<file path="src/rtl/mips_pkg.sv">
// rtl/mips_pkg.sv - shared constants and types for the MIPS fetch slice
package mips_pkg;

  localparam logic [31:0] RESET_PC_DEFAULT   = 32'd160;
  localparam logic [31:0] INSTR_NOP          = 32'h0000_0000;
  localparam logic [31:0] WORD_BYTES         = 32'd4;
  localparam int          IMEM_DEPTH_DEFAULT = 250;

  // Selects where the program counter comes from on the next edge.
  typedef enum logic [1:0] {
    PC_HOLD     = 2'd0,
    PC_STEP     = 2'd1,
    PC_REDIRECT = 2'd2
  } pc_sel_e;

  // Clears the byte-offset bits so every fetch address is a word address.
  function automatic logic [31:0] word_align(input logic [31:0] addr);
    return addr & ~(WORD_BYTES - 32'd1);
  endfunction

endpackage

</file>
<file path="src/rtl/fetch_pc_reg.sv">
// rtl/fetch_pc_reg.sv - program counter register with redirect / step / hold select
module fetch_pc_reg
  import mips_pkg::*;
#(
  parameter logic [31:0] RESET_PC = RESET_PC_DEFAULT
) (
  input  logic        clk,
  input  logic        rst_n,
  input  logic        redirect,
  input  logic [31:0] redirect_target,
  input  logic        advance,
  output logic [31:0] pc
);

  pc_sel_e     pc_sel;
  logic [31:0] pc_next;

  // Redirect wins over everything; otherwise step only when the IF/ID slot can take a word.
  always_comb begin
    pc_sel = PC_HOLD;
    if (redirect) begin
      pc_sel = PC_REDIRECT;
    end else if (advance) begin
      pc_sel = PC_STEP;
    end
  end

  // Next-pc mux; the step wraps modulo 2^32 without any flag.
  always_comb begin
    pc_next = pc;
    case (pc_sel)
      PC_REDIRECT: pc_next = word_align(redirect_target);
      PC_STEP:     pc_next = pc + WORD_BYTES;
      default:     pc_next = pc;
    endcase
  end

  // Program counter state.
  always_ff @(posedge clk or negedge rst_n) begin
    if (!rst_n) begin
      pc <= RESET_PC;
    end else begin
      pc <= pc_next;
    end
  end

endmodule

</file>
<file path="src/rtl/instruction_fetch.sv">
// rtl/instruction_fetch.sv - fetch stage: PC, IF/ID register, range check; optional MISALIGN_TRAP_EN
module instruction_fetch
  import mips_pkg::*;
#(
  parameter logic [31:0] RESET_PC   = RESET_PC_DEFAULT,
  parameter int          IMEM_DEPTH = IMEM_DEPTH_DEFAULT
) (
  input  logic        clk,
  input  logic        rst_n,
  output logic [31:0] imem_addr,
  input  logic [31:0] imem_instr,
  output logic        if_valid,
  input  logic        if_ready,
  output logic [31:0] if_instr,
  output logic [31:0] if_pc,
  output logic [31:0] if_pc_plus4,
  input  logic        redirect,
  input  logic [31:0] redirect_target
`ifdef MISALIGN_TRAP_EN
  ,
  output logic        misalign_err
`endif
);

  localparam logic [31:0] IMEM_LIMIT = 32'(IMEM_DEPTH) * WORD_BYTES;

  logic [31:0] pc;
  logic        advance;
  logic        in_range;
  logic [31:0] fetched_word;

  fetch_pc_reg #(
    .RESET_PC (RESET_PC)
  ) u_pc_reg (
    .clk             (clk),
    .rst_n           (rst_n),
    .redirect        (redirect),
    .redirect_target (redirect_target),
    .advance         (advance),
    .pc              (pc)
  );

  // A new word may enter IF/ID when the slot is empty or decode is taking the current one.
  always_comb begin
    imem_addr    = pc;
    advance      = !if_valid || if_ready;
    in_range     = pc < IMEM_LIMIT;
    fetched_word = in_range ? imem_instr : INSTR_NOP;
  end

  // IF/ID register: redirect flushes, advance captures, otherwise hold stable for decode.
  always_ff @(posedge clk or negedge rst_n) begin
    if (!rst_n) begin
      if_valid    <= 1'b0;
      if_instr    <= INSTR_NOP;
      if_pc       <= 32'd0;
      if_pc_plus4 <= 32'd0;
    end else if (redirect) begin
      if_valid <= 1'b0;
    end else if (advance) begin
      if_valid    <= 1'b1;
      if_instr    <= fetched_word;
      if_pc       <= pc;
      if_pc_plus4 <= pc + WORD_BYTES;
    end
  end

`ifdef MISALIGN_TRAP_EN
  // One-cycle error pulse for a redirect whose target is not word aligned.
  always_ff @(posedge clk or negedge rst_n) begin
    if (!rst_n) begin
      misalign_err <= 1'b0;
    end else begin
      misalign_err <= redirect && (redirect_target[1:0] != 2'b00);
    end
  end
`endif

endmodule

</file>
<file path="config.mk">
export PLATFORM = sky130hd
export DESIGN_NAME = instruction_fetch
export DESIGN_NICKNAME = d
export VERILOG_FILES = /design/src/rtl/mips_pkg.sv /design/src/rtl/fetch_pc_reg.sv /design/src/rtl/instruction_fetch.sv
export SDC_FILE = /design/constraint.sdc
export NUM_CORES = 1
export LEC_CHECK = 0
export ABC_AREA = 1
export BUFFER_PORTS_ARGS = -buffer_cell sky130_fd_sc_hd__buf_2
export CAP_MARGIN = 10
export CORE_ASPECT_RATIO = 0.7
export CORE_MARGIN = 5
export CORE_UTILIZATION = 30
export DETAILED_ROUTE_END_ITERATION = 6
export PLACE_DENSITY = 0.59
export SYNTH_ARGS = -nofsm -noshare
export SYNTH_HDL_FRONTEND = slang
export SYNTH_SLANG_ARGS = --single-unit
</file>
<file path="constraint.sdc">
create_clock -name clk -period 1.9 [get_ports clk]
set_clock_uncertainty 0.1 [all_clocks]
set_input_delay 0.095 -clock clk [delete_from_list [all_inputs] [get_ports clk]]
set_output_delay 0.095 -clock clk [all_outputs]
set_load 0.01 [all_outputs]
</file>
After elaboration in Yosys (flattened, before gate mapping)
Cells that the tools add are included.
Widths: inputs -> output; s select.
{"block": "word_totals", "reg_bits": 129, "output_inout_bits": 129, "inputBits": 68, "wordCells": 21}
{"block": "op_classes", "reduce_logical": 5, "n_mux": 6, "magnitude_cmp": 1, "n_addsub": 1, "bitwise_logic": 1, "eq_ne": 2}
{"op": "$pmux 32 s2", "count": 1}
{"op": "$add 32x3->32 const B", "count": 1}
{"op": "$lt 32x10->1 const B", "count": 1}
{"op": "$mux 32", "count": 1}
{"op": "$reduce_bool 2->1", "count": 2}
{"op": "$mux 1", "count": 3}
{"op": "$eq 2x1->1 const B", "count": 1}
{"op": "$eq 2x2->1 const B", "count": 1}
{"op": "$mux 2", "count": 1}
{"op": "$reduce_and 2->1", "count": 1}
{"op": "$logic_not 1->1", "count": 1}
{"op": "$logic_or 1x1->1", "count": 1}
{"op": "$not 1->1", "count": 1}

Depth between registers and ports, before layout
Gate-level depths: netlist of run 1.
{"block": "logic_depth", "ltp_word": 6, "ltp_mapped": 10, "depth_no_buf": 10}

Cells and area by module
A second synthesis of run 1 with hierarchy kept.
{"block": "hier_totals", "cells_unflattened": 908, "hier_area_um2": 6886.6}
{"module": "instruction_fetch", "area_each_um2": 4718.3, "instances": 1, "seq_area_each_um2": 2377.3, "cells_per_inst": 588}
{"module": "fetch_pc_reg", "area_each_um2": 2168.3, "instances": 1, "seq_area_each_um2": 753.2, "cells_per_inst": 320}

Worst setup path before layout of run 1
Ideal clock, no wire load.
{"block": "synth_timing", "path_kind": "register to register", "from": "register u_pc_reg.pc[2]", "to": "register u_pc_reg.pc[14]", "required_ns": 1.683, "n_path_buf": 0, "stages_incl_launch_ff": 11, "slack_ns": 0.322, "period_less_slack_ns": 1.578, "t_arrival_ns": 1.361, "setup_ns": 0.117, "cell_sequence": "dfrtp_1 ha_1 nand2_1 nor2_4 nand2_2 nor2_2 nand2_1 nand3_1 nand2_1 nand2_1 nand2_1"}
{"block": "synth_between", "elab_chain_len": 2}
{"item": "from (decl)", "line": "fetch_pc_reg.sv:12", "source": "output logic [31:0] pc"}
{"item": "from (signal assigned)", "line": "fetch_pc_reg.sv:43", "source": "pc <= pc_next;"}
{"item": "$add 32x3->32", "line": "fetch_pc_reg.sv:33", "source": "PC_STEP: pc_next = pc + WORD_BYTES;"}
{"item": "$pmux 32 s2", "line": "fetch_pc_reg.sv:31", "source": "case (pc_sel)"}
No other way between the ends.
A chain may end at the register's enable or synchronous reset.

Worst setup path after layout of run 1
{"block": "layout_timing", "from": "register u_pc_reg.pc[3]", "to": "register u_pc_reg.pc[24]"}
Same word-level chain as after synthesis.

==> results of run 1 <==
==> cells in the mapped netlist (3+ instances only) <==
library cell,n
buf_6,4
inv_2,3
buf_2,14
a22oi_1,12
dfrtp_1,121
o21ai_0,64
nor2_2,6
nand3_1,39
nor2_4,7
buf_4,10
xor2_1,3
nand4_1,3
a21oi_1,16
nand2_1,283
inv_1,72
clkbuf_1,8
nor2_1,77
nand2_2,3
==> final cells by class <==
| class | count | area (um2) | area share [%] |
|---|---|---|---|
| Timing Repair Buffer | 277 | 1850 | 21.8 |
| Clock buffer | 24 | 482 | 5.68 |
| Inverter | 75 | 282 | 3.32 |
| Clock inverter | 7 | 138 | 1.62 |
| Sequential cell | 123 | 3080 | 36.3 |
| Tap cell | 264 | 330 | 3.89 |
| Multi-Input combinational cell | 529 | 2330 | 27.4 |
==> worst max-delay path by stage <==
stage,to,slack [ns],cells past startpoint
after floorplan,u_pc_reg.pc[14],0.32,10
after global placement,if_instr[29],0.12,7
after detailed placement,u_pc_reg.pc[26],0.13,9
after CTS,u_pc_reg.pc[4],0.02,5
after global routing,u_pc_reg.pc[24],0.008,9
final,u_pc_reg.pc[24],0.14,9
==> sequential cells by signal (all words and copies together) (netlist names) <==
signal	count
if_instr	32
if_pc	30
if_pc_plus4	30
u_pc_reg.pc	30
if_valid	1
==> worst max-delay path: stages, from the launching register on <==
cell	delay [ns]
dfrtp_1	0.39
ha_1	0.18
nand2_1	0.10
nor2_4	0.16
nand2_1	0.16
nor2_2	0.24
nand2_1	0.08
nand2_1	0.06
nand3_1	0.09
a21oi_1	0.14
==> cell usage in the layout (no fill, tap or decap), types with 4 or more instances in the layout <==
cell	synthesis	routed
o21ai_0	64	64
bufinv_16	0	4
nor2_4	7	7
nand2_1	283	282
a22oi_1	12	12
buf_4	10	19
inv_1	72	72
nor2_2	6	6
a21oi_1	16	15
nand3_1	39	39
dlygate4sd3_1	0	65
clkbuf_16	0	17
clkbuf_1	8	4
conb_1	1	6
buf_12	0	6
buf_2	14	187
dfrtp_1	121	120
nor2_1	77	77
==> cell families (layout without fill, tap and decap cells) <==
kind of cell               after synthesis  count (layout)  share of synthesized area, %
AOI/OAI and AO/OA                       95              95                          8.71
xor gates and xnor gates                 3               3                         0.447
adders and majority gates                1               1                         0.213
buffers and inverters                  111             383                          8.54
DFF                                    123             123                          52.4
other                                    1               6                        0.0639
and+or+nand+nor                        424             424                          29.6
==> per-layer routing <==
layer	vias up	global-route usage, %	share of wire (%)	routed length (um)
li1	2885	-	-	-
met1	2648	24.6	49	9240
met2	204	23.9	41	7820
met3	17	5.76	8.5	1610
met4	0	3.91	1.1	214
met5	-	0	0	0
==> timing repair <==
| action | CTS | global route |
|---|---|---|
| endpoints found under the setup margin | 0 | 9 |
| buffers inserted | 0 | 1 |
| resized for setup | 0 | 3 |
| hold buffers | 66 | 0 |
| endpoints found under the hold margin | 183 | 0 |
==> metrics by stage <==
step                instance area [um2]  utilization [%]  std cells
floorplan                          5890                -        763
global placement                   7200             37.7       1202
detailed placement                 7200             37.7       1202
CTS                                8480             44.5       1299
global route                       8490             44.5       1299
finish                             8490             44.5       1299
==> power by group <==
group / switching (W) / internal (W) / leakage [nW]
sequential: 0.000201 / 0.00291 / 1.53
combinational: 0.000889 / 0.000605 / 2.75
clock: 0.00117 / 0.00229 / 0.300
total: 0.00226 / 0.00580 / 4.58
==> metrics, run 1 <==
RSZ-0062 raised after global routing=false; wirelength, routed=about 19,000 um; Max Fclk=roughly 570 MHz; # diodes=0; ys async rst share=between 90% and 100%; Port Buffer Count=~190; final RePlAce weighted congestion=0.906; H-tree levels=4; DRC viols=0; Ys Warns=0; Yosys top cell by area=dfrtp_1; setup tns final=0 ns; total chip power=just over 0.008 W; max_cap viols=0; drt pass-1 iters=5; initial antenna violation count=0; hold_ws=about 0.011 ns; crit path max fanout=4; worst skew pair latency=roughly 0.4 ns; Fillers=between 1,500 and 2,000; Worst Path Class, Setup=reg2reg; Setup violations, final=0; 1st-iter DRT viols=~360; synthesis-to-layout area growth=44.5%; Die Ht=127 um; fin nets=between 1,000 and 1,500; fin. max-slew vios=0; r2r setup slk=0.14 ns; GRT Util Overall=16.8%; grt ovf=0; CTS Sinks=between 100 and 150; status=completed; CTS tree=done; core box area=around 19,000 um2; Die ar.=approximately 23,000 um2; share of layout cells above drive strength 1=about a quarter; top cell type's share of synthesized area=between 50% and 60%; Tcrit/Tclk final=92.9%; hold path cells=4; EDFF count, synth=0; min-delay src=redirect; Detail Route Antenna Nets=0; Pwr Density=roughly 950 nW/um2; critical path launch point type=flop; root buffer selected by CTS=clkbuf_16; vias per cell=between 4 and 5; top_reg_cell synth=dfrtp_1; Mapped Cells=between 700 and 800; Leakage=about 4.6 nW; Final Hold Viols=0; first-pass GRT wire length=roughly 30,000 um; worst setup path start=u_pc_reg.pc[3]; Req. time, crit path=around 2.1 ns; critical path endpoint category=flop; Yosys cell types=27; Final min period=1.76 ns; Syn Area/Cell=just under 8 um2; Synth area leaders=dfrtp_1 52%, nand2_1 18%, o21ai_0 5.5%, nor2_1 4.9%, inv_1 4.6%; worst reg2reg path startpoint=u_pc_reg.pc[3]; Worst Slack Setup Final=between 0.1 and 0.15 ns; Hold Crit Endpoint=u_pc_reg.pc[4]; Post-Syn Area=about 5900 um2; dpl ws=approximately 0.13 ns; # IOs=just under 200; TritonCTS buffer count=17; Die Wd=177 um; hold crit path type=in2reg; vias in the first global route=~5,500; largest net degree at the start of global routing=85; hpwl dp=between 10,000 and 15,000 um; Starting Density=30.8%; CTS clk-pin slew, worst paths=about 0.06 ns; R2R depth=9; clk buf depth=2; flops & latches, synth=~120; reg2reg end=u_pc_reg.pc[24]; Critical Path AT=~2 ns; WL/cell=about 15 um; register area share after synthesis=approximately 52%; # rows=between 40 and 50; Peak VDD IR=around 520 uV; via count=5,754
No activity file was read; power rests on OpenSTA's default activity.
==> inputs of run 2 (changes only) <==
- RECOVER_POWER: default -> 50
==> run 2 against run 1 <==
Register-to-register slack hardly changed; setup slack worse by 0.0049 ns; die area unchanged; combinational power is essentially flat; non-clock buffer count is the same; utilization fell by 0.47 points; critical path depth stayed put; via count up 0.42%; final area is 1.1% lower; wire length grew 0.57%; fmax down 0.28%.
==> metrics, run 2 (synthesis gave the netlist of run 1 again) <==
H-tree levels=4; WP buf/inv=0; Setup violations, final=0; CTS clk-pin slew, worst paths=around 0.060 ns; Worst path most repeated cell=nand2_1; RSZ-0062 raised after global routing=false; Die Wd=177 um; fin nets=between 1,000 and 1,500; Critical Path AT=~2.0 ns; Slew headroom=under 10%; Slew @ Worst Pin=1.38 ns; critical path launch point type=flop; CTS Sinks=between 100 and 150; Die ar.=about 23,000 um2; share of layout cells above drive strength 1=19.6%; Leakage=4.35 nW; crit-path leading delay family=simple AND/OR/NAND/NOR gates; first-pass GRT wire length=between 20,000 and 30,000 um; worst skew pair latency=about 0.42 ns; DRC viols=0; TritonCTS buffer count=17; Detail Route Antenna Nets=0; Final min period=1.77 ns; Tcrit/Tclk final=93.1%; final RePlAce weighted congestion=0.906; 1st-iter DRT viols=~380; # IOs=between 150 and 200; Largest register FFs=32; most frequent cells in the layout=282 x nand2_1, 127 x buf_2, 120 x dfrtp_1; status=completed; core box area=around 19,000 um2; via count=5,778; hold crit path type=in2reg; Req. time, crit path=about 2.1 ns; Layout Utilization=44.0%; drt pass-1 iters=5; largest net degree at the start of global routing=85; WL/cell=14.6 um; total chip power=roughly 0.0080 W; Top reg by flops=if_instr; synthesis-to-layout area growth=43.0%; grt ovf=0; max_cap viols=0; Die Ht=between 100 and 150 um; Final Hold Viols=0; Starting Density=around 31%; crit path max fanout=4; critical path endpoint category=flop; commonest non-fill, non-tap cell in the layout=nand2_1; Max Fclk=565 MHz; initial antenna violation count=0; fin. max-slew vios=0; # rows=42; root buffer selected by CTS=clkbuf_16; Pwr Density=~960 nW/um2; Largest stage delay, worst path=~0.39 ns; CTS tree=done; worst path cell trace=ha_1, nand2_1, nor2_4, nand2_1, nor2_2, nand2_1, nand2_1, nand3_1, a21oi_1; Port Buffer Count=188; Peak VDD IR=510 uV; clk buf depth=2; wirelength, routed=19,000 um; Worst Path Class, Setup=reg2reg; GRT Util Overall=16.8%; Worst path slowest cell=dfrtp_1; vias in the first global route=roughly 5,500; setup tns final=0 ns; # diodes=0; hpwl dp=between 10,000 and 15,000 um; vias per cell=approximately 4.4
[run 2: path summary, 6_finish.rpt]
| path | startpoint | to | slack, ns | depth (start not counted) |
|---|---|---|---|---|
| max | u_pc_reg.pc[3] | u_pc_reg.pc[24] | 0.13 | 9 |
| min | redirect | u_pc_reg.pc[4] | 0.0006 | 4 |
| max reg2reg | u_pc_reg.pc[3] | u_pc_reg.pc[24] | 0.13 | 9 |
| min reg2reg | if_pc_plus4[29] | if_pc_plus4[29] | 0.38 | 2 |
| max in group asynchronous | rst_n | if_instr[16] | 0.45 | 3 |
| min in group asynchronous | rst_n | u_pc_reg.pc[21] | 0.25 | 2 |
[run 2: what timing repair did]
| item | CTS | global route |
|---|---|---|
| endpoints found under the setup margin | 0 | 9 |
| setup buffers | 0 | 1 |
| resized for setup | 0 | 3 |
| hold endpoints to repair | 183 | 0 |
| hold buffers | 66 | 0 |
[run 2: through the flow]
stage	instance area [um2]	hold WS [ns]	setup slack, ns	std cells
after global routing	8400	0.0548	0.00654	1299
after CTS	8480	0.0905	0.0158	1299
after detailed placement	7200	-0.0150	0.132	1202
final	8400	0.000551	0.130	1299
after floorplan	5890	-0.301	0.322	763
after global placement	7200	-0.0187	0.122	1202
[run 2: report_power, final]
part	switching, W	leakage (nW)	internal (W)	total [W]
logic	0.000890	2.52	0.000568	0.00146
registers	0.000205	1.53	0.00291	0.00312
clock network	0.00118	0.300	0.00229	0.00347
[run 2: area by class of cell]
class / instances / area (um2)
Fill cell: 1956 / 10700
Clock buffer: 24 / 482
Sequential cell: 123 / 3080
Inverter: 75 / 282
Timing Repair Buffer: 277 / 1760
Tap cell: 264 / 330
Multi-Input combinational cell: 529 / 2330
Clock inverter: 7 / 138
[run 2: per-layer routing]
layer / wire length [um] / track usage (%) / up-vias / part of all wire (%)
met5: 0 / 0 / - / 0
met3: 1580 / 5.76 / 22 / 8.3
li1: - / - / 2884 / -
met1: 9300 / 24.6 / 2664 / 49
met2: 7880 / 23.9 / 208 / 41
met4: 239 / 3.91 / 0 / 1.3
[run 2: worst reg2reg max path: cells and delay by family, from the launching register on]
family / cells / cell delay (ns)
and+or+nand+nor: 7 / 0.89
AOI/OAI and AO/OA: 1 / 0.14
adders and majority gates: 1 / 0.18
DFF: 1 / 0.39
==> inputs of run 3 (changes only) <==
- MAX_ROUTING_LAYER: default -> met4
==> run 3 against run 2 <==
Global-route usage is 0.43 points higher; clock-buffer cell count stayed put; wire length is 0.17% lower.
==> metrics, run 3 (synthesis gave the netlist of run 1 again) <==
r2r setup slk=between 0.1 and 0.15 ns; setup tns final=0 ns; fin nets=between 1,000 and 1,500; met3 GRT Util=between 4 and 5%; worst skew pair latency=0.42 ns; clk buf depth=2; Worst Path Class, Setup=reg2reg; Die ar.=22,500 um2; Logic pwr share=between 10% and 20%; initial antenna violation count=0; total chip power=around 0.0080 W; gr busiest metal=met1; worst setup path start=u_pc_reg.pc[3]; Pwr Density=between 900 and 1000 nW/um2; drt pass-1 iters=5; Top reg by flops=if_instr; 1st-iter DRT viols=362; Die Wd=177 um; grt met1 use=between 20 and 25%; synthesis-to-layout area growth=43.0%; vias in the first global route=approximately 5,500; Leakage=around 4.4 nW; max_cap viols=0; sequential power share=a little under 40%; share of layout cells above drive strength 1=between 15 and 20%; Detail Route Antenna Nets=0; clock group share of total power=a little over two fifths; cell internal pwr=0.00577 W; most frequent cells in the layout=282 x nand2_1, 127 x buf_2, 120 x dfrtp_1; root buffer selected by CTS=clkbuf_16; Fillers=roughly 2,000; Largest register FFs=32; hold_ws=roughly 0.0042 ns; # rows=42; Max Fclk=between 500 and 600 MHz; H-tree levels=4; commonest non-fill, non-tap cell in the layout=nand2_1; Setup violations, final=0; M2 GR Usage=24.1%; reg2reg end=u_pc_reg.pc[24]; Port Buffer Count=between 150 and 200; TritonCTS buffer count=17; critical path endpoint category=flop; hpwl dp=13,200 um; Final min period=1.77 ns; status=completed; Starting Density=30.8%; first-pass GRT wire length=around 30,000 um; Sw Pwr=about 0.0023 W; via count=between 5,000 and 6,000; # diodes=0; core box area=between 15,000 and 20,000 um2; design area=8400 um2; Critical Path AT=between 2 and 2.5 ns; Req. time, crit path=2.14 ns; final RePlAce weighted congestion=0.921; DRC viols=0; critical path launch point type=flop; crit path max fanout=4; Peak VDD IR=between 500 and 600 uV; Slew @ Worst Pin=approximately 1.4 ns; hold crit path type=in2reg; Slew headroom=under 10%; largest net degree at the start of global routing=85; R2R depth=9; Die Ht=around 130 um; Tcrit/Tclk final=between 90% and 100%; Sw Share=approximately 28%; wirelength, routed=about 19,000 um; crit path capture=u_pc_reg.pc[24]; WL/cell=14.6 um; fin. max-slew vios=0; vias per cell=between 4 and 5; CTS tree=done; GRT Util Overall=roughly 17%; CTS clk-pin slew, worst paths=about 0.060 ns; Post-DP Area=between 7000 and 8000 um2; # IOs=197; worst reg2reg path startpoint=u_pc_reg.pc[3]; Final Hold Viols=0; grt ovf=0; CTS Sinks=between 100 and 150; RSZ-0062 raised after global routing=false
run 3: cell counts in the layout (fill, tap and decap cells not counted):
No cell type changed its count.
run 3: repair_timing:
action	in CTS	in global routing
setup endpoints to repair	0	9
setup buffers	0	1
hold buffers	66	0
gates resized for setup	0	3
hold endpoints to repair	183	0
run 3: metal layers:
layer | wire [um] | vias up
met4 | 270 | 0
met1 | 9470 | 2666
met3 | 1410 | 24
met2 | 7810 | 196
met5 | 0 | -
li1 | - | 2880
run 3: worst min path at each step:
stage	start	end	cells after the start
after floorplan	rst_n	if_instr[0]	0
after global placement	rst_n	if_pc_plus4[20]	1
after detailed placement	rst_n	if_pc_plus4[20]	1
after CTS	rst_n	u_pc_reg.pc[14]	2
after global routing	redirect	u_pc_reg.pc[4]	4
final	redirect	u_pc_reg.pc[4]	4
run 3: cell type report:
cell class | instances | area (um2) | share of cell area (%)
clock buffers | 24 | 482 | 5.74
multi-input cells | 529 | 2330 | 27.7
flip-flops and latches | 123 | 3080 | 36.7
inverters | 75 | 282 | 3.35
repair buffers | 277 | 1760 | 20.9
clock inverters | 7 | 138 | 1.64
well taps | 264 | 330 | 3.93
run 3: power groups by stage:
stage	clock network [W]	logic, W	registers, W
after global routing	0.00368	0.00163	0.00316
after floorplan	0	0.000556	0.00329
after CTS	0.00355	0.00151	0.00311
after detailed placement	0	0.00140	0.00315
after global placement	0	0.00138	0.00315
final	0.00346	0.00146	0.00312
run 3: per-stage QoR:
stage / instances / util, % / worst slack, ns
after floorplan: 763 / - / 0.322
after global placement: 1202 / 37.7 / 0.122
after detailed placement: 1202 / 37.7 / 0.132
after CTS: 1299 / 44.5 / 0.0158
after global routing: 1299 / 44.0 / 0.00505
final: 1299 / 44.0 / 0.128
run 3: worst max-delay path: stages (launching register included):
cell and delay [ns]:
dfrtp_1 0.39, ha_1 0.18, nand2_1 0.10, nor2_4 0.16, nand2_1 0.16, nor2_2 0.24
nand2_1 0.08, nand2_1 0.06, nand3_1 0.09, a21oi_1 0.14
